===== src/rtl/c_mem_stage.sv =====
`timescale 1ns/1ps
// c_mem_stage: memory-access stage of the 32-bit RISC-V pipeline.
// Drives a req/ack data-memory handshake for byte/half/word loads and
// stores, stalls upstream while an access is outstanding, and registers
// the cw_* writeback/bypass bundle.
module c_mem_stage #(
  parameter int unsigned TIMEOUT = 255
) (
  input  logic        clock,
  input  logic        reset,
  input  logic [31:0] ac_pc,
  input  logic [4:0]  ac_write_sel,
  input  logic        ac_is_load,
  input  logic        ac_is_store,
  input  logic        ac_is_wb,
  input  logic [31:0] ALU_result,
  input  logic [31:0] ac_store_data,
  input  logic [1:0]  ac_mem_size,
  input  logic        ac_mem_unsigned,
  output logic        dmem_req,
  output logic        dmem_we,
  output logic [31:0] dmem_addr,
  output logic [3:0]  dmem_be,
  output logic [31:0] dmem_wdata,
  input  logic        dmem_ack,
  input  logic [31:0] dmem_rdata,
  output logic        stall,
  output logic [31:0] cw_pc,
  output logic [4:0]  cw_write_sel,
  output logic        cw_is_wb,
  output logic [31:0] cw_result,
  output logic        misalign_err,
  output logic        bus_err
);

  typedef enum logic [0:0] {
    ST_IDLE = 1'b0,
    ST_WAIT = 1'b1
  } state_t;

  // The request is held for TIMEOUT+1 cycles in total (the IDLE cycle plus
  // WAIT cycles with cnt = 1..TIMEOUT); the abort cycle is the one after.
  localparam logic [8:0] ABORT_CNT = 9'(TIMEOUT + 1);

  // Select, align and extend the addressed lane of a read word.
  function automatic logic [31:0] load_extract(
    input logic [31:0] word,
    input logic [1:0]  lane,
    input logic [1:0]  size,
    input logic        uns
  );
    logic [7:0]  b;
    logic [15:0] h;
    logic [31:0] v;
    case (lane)
      2'b00:   b = word[7:0];
      2'b01:   b = word[15:8];
      2'b10:   b = word[23:16];
      default: b = word[31:24];
    endcase
    h = lane[1] ? word[31:16] : word[15:0];
    case (size)
      2'b00:   v = {{24{b[7] & ~uns}}, b};
      2'b01:   v = {{16{h[15] & ~uns}}, h};
      default: v = word;
    endcase
    return v;
  endfunction

  state_t      state_r, state_nxt_s;
  logic [8:0]  cnt_r, cnt_nxt_s;
  logic        is_store_s, is_load_s, mem_op_s, misalign_s;
  logic        bad_access_s, access_s;
  logic        req_s, stall_s, abort_s, req_out_s;
  logic [3:0]  be_s;
  logic [31:0] wdata_s;
  logic [31:0] load_val_s;

  logic [31:0] cw_pc_r, cw_result_r;
  logic [4:0]  cw_write_sel_r;
  logic        cw_is_wb_r, misalign_err_r, bus_err_r;

  // Decode the access type and alignment; store wins if both flags are set.
  always_comb begin
    is_store_s = ac_is_store;
    is_load_s  = ac_is_load & ~ac_is_store;
    mem_op_s   = ac_is_load | ac_is_store;
    case (ac_mem_size)
      2'b00:   misalign_s = 1'b0;
      2'b01:   misalign_s = ALU_result[0];
      2'b10:   misalign_s = |ALU_result[1:0];
      default: misalign_s = 1'b1;
    endcase
    bad_access_s = mem_op_s & misalign_s;
    access_s     = mem_op_s & ~misalign_s;
    load_val_s   = load_extract(dmem_rdata, ALU_result[1:0], ac_mem_size,
                                ac_mem_unsigned);
  end

  // Byte enables and lane-replicated store data for the current size.
  always_comb begin
    be_s    = 4'b0000;
    wdata_s = 32'h0000_0000;
    case (ac_mem_size)
      2'b00: begin
        be_s    = 4'b0001 << ALU_result[1:0];
        wdata_s = {4{ac_store_data[7:0]}};
      end
      2'b01: begin
        be_s    = 4'b0011 << ALU_result[1:0];
        wdata_s = {2{ac_store_data[15:0]}};
      end
      2'b10: begin
        be_s    = 4'b1111;
        wdata_s = ac_store_data;
      end
      default: begin
        be_s    = 4'b0000;
        wdata_s = 32'h0000_0000;
      end
    endcase
  end

  // Handshake FSM next-state logic with request, stall and abort decode.
  always_comb begin
    state_nxt_s = state_r;
    cnt_nxt_s   = cnt_r;
    req_s       = 1'b0;
    stall_s     = 1'b0;
    abort_s     = 1'b0;
    case (state_r)
      ST_IDLE: begin
        if (access_s) begin
          req_s = 1'b1;
          if (dmem_ack) begin
            state_nxt_s = ST_IDLE;
          end else begin
            stall_s     = 1'b1;
            state_nxt_s = ST_WAIT;
            cnt_nxt_s   = 9'd1;
          end
        end else begin
          state_nxt_s = ST_IDLE;
        end
      end
      ST_WAIT: begin
        if (cnt_r == ABORT_CNT) begin
          abort_s     = 1'b1;
          state_nxt_s = ST_IDLE;
          cnt_nxt_s   = 9'd0;
        end else begin
          req_s = 1'b1;
          if (dmem_ack) begin
            state_nxt_s = ST_IDLE;
            cnt_nxt_s   = 9'd0;
          end else begin
            stall_s   = 1'b1;
            cnt_nxt_s = cnt_r + 9'd1;
          end
        end
      end
      default: begin
        state_nxt_s = ST_IDLE;
        cnt_nxt_s   = 9'd0;
      end
    endcase
  end

  // FSM state and wait-counter registers.
  always_ff @(posedge clock or posedge reset) begin
    if (reset) begin
      state_r <= ST_IDLE;
      cnt_r   <= 9'd0;
    end else begin
      state_r <= state_nxt_s;
      cnt_r   <= cnt_nxt_s;
    end
  end

  // Writeback bundle and error pulses; a stall inserts a bubble.
  always_ff @(posedge clock or posedge reset) begin
    if (reset) begin
      cw_pc_r        <= 32'h0000_0000;
      cw_write_sel_r <= 5'd0;
      cw_is_wb_r     <= 1'b0;
      cw_result_r    <= 32'h0000_0000;
      misalign_err_r <= 1'b0;
      bus_err_r      <= 1'b0;
    end else begin
      misalign_err_r <= bad_access_s;
      bus_err_r      <= abort_s;
      if (stall_s) begin
        cw_is_wb_r <= 1'b0;
      end else begin
        cw_pc_r        <= ac_pc;
        cw_write_sel_r <= ac_write_sel;
        cw_is_wb_r     <= ac_is_wb & ~is_store_s & ~bad_access_s & ~abort_s;
        cw_result_r    <= is_load_s ? load_val_s : ALU_result;
      end
    end
  end

  // Request-side outputs are combinational; reset forces them low at once.
  assign req_out_s  = req_s & ~reset;
  assign dmem_req   = req_out_s;
  assign dmem_we    = req_out_s & is_store_s;
  assign dmem_addr  = req_out_s ? {ALU_result[31:2], 2'b00} : 32'h0000_0000;
  assign dmem_be    = req_out_s ? be_s : 4'b0000;
  assign dmem_wdata = req_out_s ? wdata_s : 32'h0000_0000;
  assign stall      = stall_s & ~reset;

  assign cw_pc        = cw_pc_r;
  assign cw_write_sel = cw_write_sel_r;
  assign cw_is_wb     = cw_is_wb_r;
  assign cw_result    = cw_result_r;
  assign misalign_err = misalign_err_r;
  assign bus_err      = bus_err_r;

endmodule


===== config.mk =====
export PLATFORM = sky130hd
export DESIGN_NAME = c_mem_stage
export DESIGN_NICKNAME = d
export VERILOG_FILES = /design/src/rtl/c_mem_stage.sv
export SDC_FILE = /design/constraint.sdc
export NUM_CORES = 1
export LEC_CHECK = 0
export CAP_MARGIN = 10
export CORE_ASPECT_RATIO = 0.5
export CORE_MARGIN = 4
export CORE_UTILIZATION = 38
export DETAILED_ROUTE_END_ITERATION = 6
export GPL_ROUTABILITY_DRIVEN = 0
export PLACE_DENSITY = 0.78
export SLEW_MARGIN = 5
export SYNTH_ARGS = -nofsm -noshare
export SYNTH_HDL_FRONTEND = slang
export SYNTH_SLANG_ARGS = --single-unit

===== constraint.sdc =====
create_clock -name clock -period 3.5 [get_ports clock]
set_input_delay 0.7 -clock clock [delete_from_list [all_inputs] [get_ports clock]]
set_output_delay 0.7 -clock clock [all_outputs]
set_load 0.01 [all_outputs]

==> results.toml, run 1 <==
[outcome]
run_status = "completed"

[finish]
final_net_count = 1036
design_area_sq_mm = 0.00813
antennaDiodeCount = 0
layout.core_utilization = 0.671
final_layout_size_suffix_gt1_frac = 0.0624
instances_no_fill = 1062
area_growth_pct = 68.2

[die]
initial_core_util = 0.399
design.die.area_sq_mm = 0.0147
std_cell_rows = 28
die_x_um = 168
design.core.area_sq_mm = 0.0121
pin_count = 285
floorplan.die.height_um = 87.8

[clock_tree]
tritoncts = "yes"
clock_insertion_delay_worst_skew_ps = 330
htreeDepth = 3
numCtsBuffers = 9
clk_pin_slew_worst_paths_ps = 60
postCtsHoldBufs = 0
clock_tree.root_cell = "sky130_fd_sc_hd__clkbuf_16"
clockBufferDepth = 2
cts.sink_count = 82

[global_route]
initial_antenna_violation_count = 0
overall_overflow_remaining_after_global_route = 0
track_usage = 0.239
pin_count_of_the_biggest_net_entering_global_routing = 83
grt_pass1_wl_um = 28600
first_global_vias = 5415

[placement]
placedCellCount = 1045
dp.final_hpwl_um = 14200
pre_cts_slack_ps = -104
buffer_ports.inserted = 282
detailed_place.area_sq_mm = 0.00779

[timing]
fin_tns_setup_ps = 0
fin_crit_ps = 3440
max_freq_ghz = 0.291
worst_pin_slew_ps = 904
setup_viol = 0
rsz0062_at_grt = "no"
timing_max_transition_violations_final = 0
setup_slack_ps = 59.7
fin_worst_skew_ps = 6.16
final-hold-violation-count = 0
fin_crit_sh = 0.983
max-slew-margin-rel = 0.394
whs_ps = 466

[worst_setup_path]
cp_cell_sequence = "clkdlybuf4s50_1 -> o21ai_2 -> a31oi_1 -> or3_1 -> inv_2 -> buf_6 -> and2_1 -> clkdlybuf4s50_1"
worst_path_most_repeated_cell = "sky130_fd_sc_hd__clkdlybuf4s50_1"
highest_cell_delay_on_the_worst_timing_path_ps = 540
crit_family = "buffers and inverters"
critPathMaxFanout = 19
timing.critical_path.required_ps = 2800
setup.worst_path.start_class = "primary input"
arrival_ps = 2740
cp_slowest_cell = "sky130_fd_sc_hd__clkdlybuf4s50_1"
worst-setup-path-type = "in2out"
cp-end-kind = "output pin"
cp_num_buf_inv = 4

[drt]
detail_route.first_pass.iterations = 5
ant_nets = 0
vias_per_cell = 5.17
route.final.wire_length_um = 18600
via_count = 5494
wl_per_cell_um = 17.5
drt_iter0_drc = 331
drc_errors = 0

[yosys]
post_synth_inst_count = 626
ys_warn_count = 0
flip_flop_cell_with_the_highest_count_after_synthesis = "sky130_fd_sc_hd__dfrtp_1"
yosys.area.top_type_share = 0.424
number_of_enable_flip_flop_cells_after_synthesis = 0
synthesis.area_sq_mm = 0.00483
cell_type_with_the_largest_total_area_after_synthesis = "sky130_fd_sc_hd__dfrtp_1"
synth_area_per_cell_sq_um = 7.72
synth-seq-cells = 82
synth_area_leaders = "sky130_fd_sc_hd__dfrtp_1, sky130_fd_sc_hd__nand2_1, sky130_fd_sc_hd__a21oi_1"
post_synthesis_async_set_or_reset_flop_share = 1.00
synth-seq-area-share = 0.424
number_of_library_cell_types_mapped_by_synthesis = 48

[power]
vdd_drop_max_mv = 0.247
powerDensity_mw_per_mm2 = 377
power.total_mw = 3.07
cellLeakagePower_nw = 3.52

[hold_path]
hp-class = "reg2reg"

[job]
drv.max_cap_violation_count = 0
power breakdown:
part	total (mW)	internal [mW]	leakage [nW]	switching [mW]
Sequential	1.12	1.06	0.993	0.0621
Clock	0.981	0.579	0.146	0.402
Combinational	0.969	0.521	2.39	0.448
worst paths after layout:
| kind | startpoint | to | slack, ps | cells past startpoint |
|---|---|---|---|---|
| worst max-delay path | ALU_result[1] | dmem_addr[28] | 60 | 8 |
| worst min-delay path | cw_write_sel[4] | cw_write_sel[4] | 470 | 2 |
| worst max register to register | cnt_r[0] | cw_result[0] | 1010 | 7 |
| worst min register to register | cw_write_sel[4] | cw_write_sel[4] | 470 | 2 |
| max in group asynchronous | reset | cnt_r[0] | 2310 | 3 |
| min in group asynchronous | reset | cw_result[15] | 810 | 3 |
synth_stat cells (8+ instances only):
library cell and instances:
sky130_fd_sc_hd__nor2_1 74, sky130_fd_sc_hd__dfrtp_1 82, sky130_fd_sc_hd__and3_1 13, sky130_fd_sc_hd__clkbuf_1 20, sky130_fd_sc_hd__o21ai_1 12, sky130_fd_sc_hd__nor2b_1 13
sky130_fd_sc_hd__a31oi_1 8, sky130_fd_sc_hd__buf_2 18, sky130_fd_sc_hd__nand2_1 150, sky130_fd_sc_hd__a21oi_1 77, sky130_fd_sc_hd__mux2i_1 8, sky130_fd_sc_hd__o21ai_0 46
sky130_fd_sc_hd__o221ai_1 8, sky130_fd_sc_hd__and2_1 32
layout make-up:
cell class / count / area, sq um
clock buffers: 10 / 239
multi-input cells: 488 / 2510
inverters: 9 / 37.5
flip-flops and latches: 82 / 2050
fillers: 1012 / 3990
well taps: 165 / 206
repair buffers: 302 / 3010
clock inverters: 6 / 71.3
cells by family after synthesis:
kind of cell	Yosys count	synth area share
adders and majority gates	2	0.00518
muxes	12	0.0259
buffers and inverters	57	0.0587
xor gates and xnor gates	1	0.00181
other	1	0.000776
and+or+nand+nor	296	0.274
DFF	82	0.424
AOI/OAI and AO/OA	175	0.209
placed cells by master (no fill, tap or decap), types with 5 or more instances in the layout:
cell	Yosys	layout
sky130_fd_sc_hd__dfrtp_1	82	81
sky130_fd_sc_hd__nand2_1	150	150
sky130_fd_sc_hd__mux2i_1	8	8
sky130_fd_sc_hd__o2111ai_1	5	5
sky130_fd_sc_hd__clkbuf_16	0	9
sky130_fd_sc_hd__clkdlybuf4s50_1	0	273
sky130_fd_sc_hd__o21ai_0	46	44
sky130_fd_sc_hd__a311o_1	5	5
sky130_fd_sc_hd__nor2b_1	13	12
sky130_fd_sc_hd__dlymetal6s2s_1	0	5
sky130_fd_sc_hd__o221ai_1	8	8
sky130_fd_sc_hd__nor2_1	74	74
sky130_fd_sc_hd__o21ai_1	12	12
sky130_fd_sc_hd__a31oi_1	8	8
sky130_fd_sc_hd__and3_1	13	13
sky130_fd_sc_hd__a21oi_1	77	77
sky130_fd_sc_hd__inv_1	6	5
sky130_fd_sc_hd__buf_4	3	16
sky130_fd_sc_hd__and2_1	32	32
routing by layer:
layer / global-route usage / share of wire
met1: 0.310 / 0.43
met2: 0.427 / 0.51
met3: 0.0487 / 0.053
met4: 0.0434 / 0.012
met5: 0 / 0
worst register-to-register path: stages (launching register included):
cell,delay (ps)
sky130_fd_sc_hd__dfrtp_2,430
sky130_fd_sc_hd__inv_1,70
sky130_fd_sc_hd__ha_1,140
sky130_fd_sc_hd__nor4bb_4,330
sky130_fd_sc_hd__and3_4,270
sky130_fd_sc_hd__or3_2,150
sky130_fd_sc_hd__buf_4,580
sky130_fd_sc_hd__mux2_2,410
state kept, by name, indices dropped and copies added, names as in the netlist:
register      cells
bus_err           1
cnt_r             9
cw_is_wb          1
cw_pc            32
cw_result        32
cw_write_sel      5
misalign_err      1
state_r           1
what timing repair did:
item / in CTS / in global routing
resized for setup: 8 / 7
setup endpoints to repair: 68 / 65
pin swaps: 1 / 0
setup buffers: 0 / 1
No activity file was read; power rests on OpenSTA's default activity.
==> run 2: changes to the inputs <==
--- a/config.mk
+++ b/config.mk
@@ -5,7 +5,7 @@
 export SDC_FILE = /design/constraint.sdc
 export NUM_CORES = 1
 export LEC_CHECK = 0
-export CAP_MARGIN = 10
+export ABC_CLOCK_PERIOD_IN_PS = 3500
 export CORE_ASPECT_RATIO = 0.5
 export CORE_MARGIN = 4
 export CORE_UTILIZATION = 38
==> results of run 2 <==
No change in the layout: final DEF, timing and power equal those of run 1.
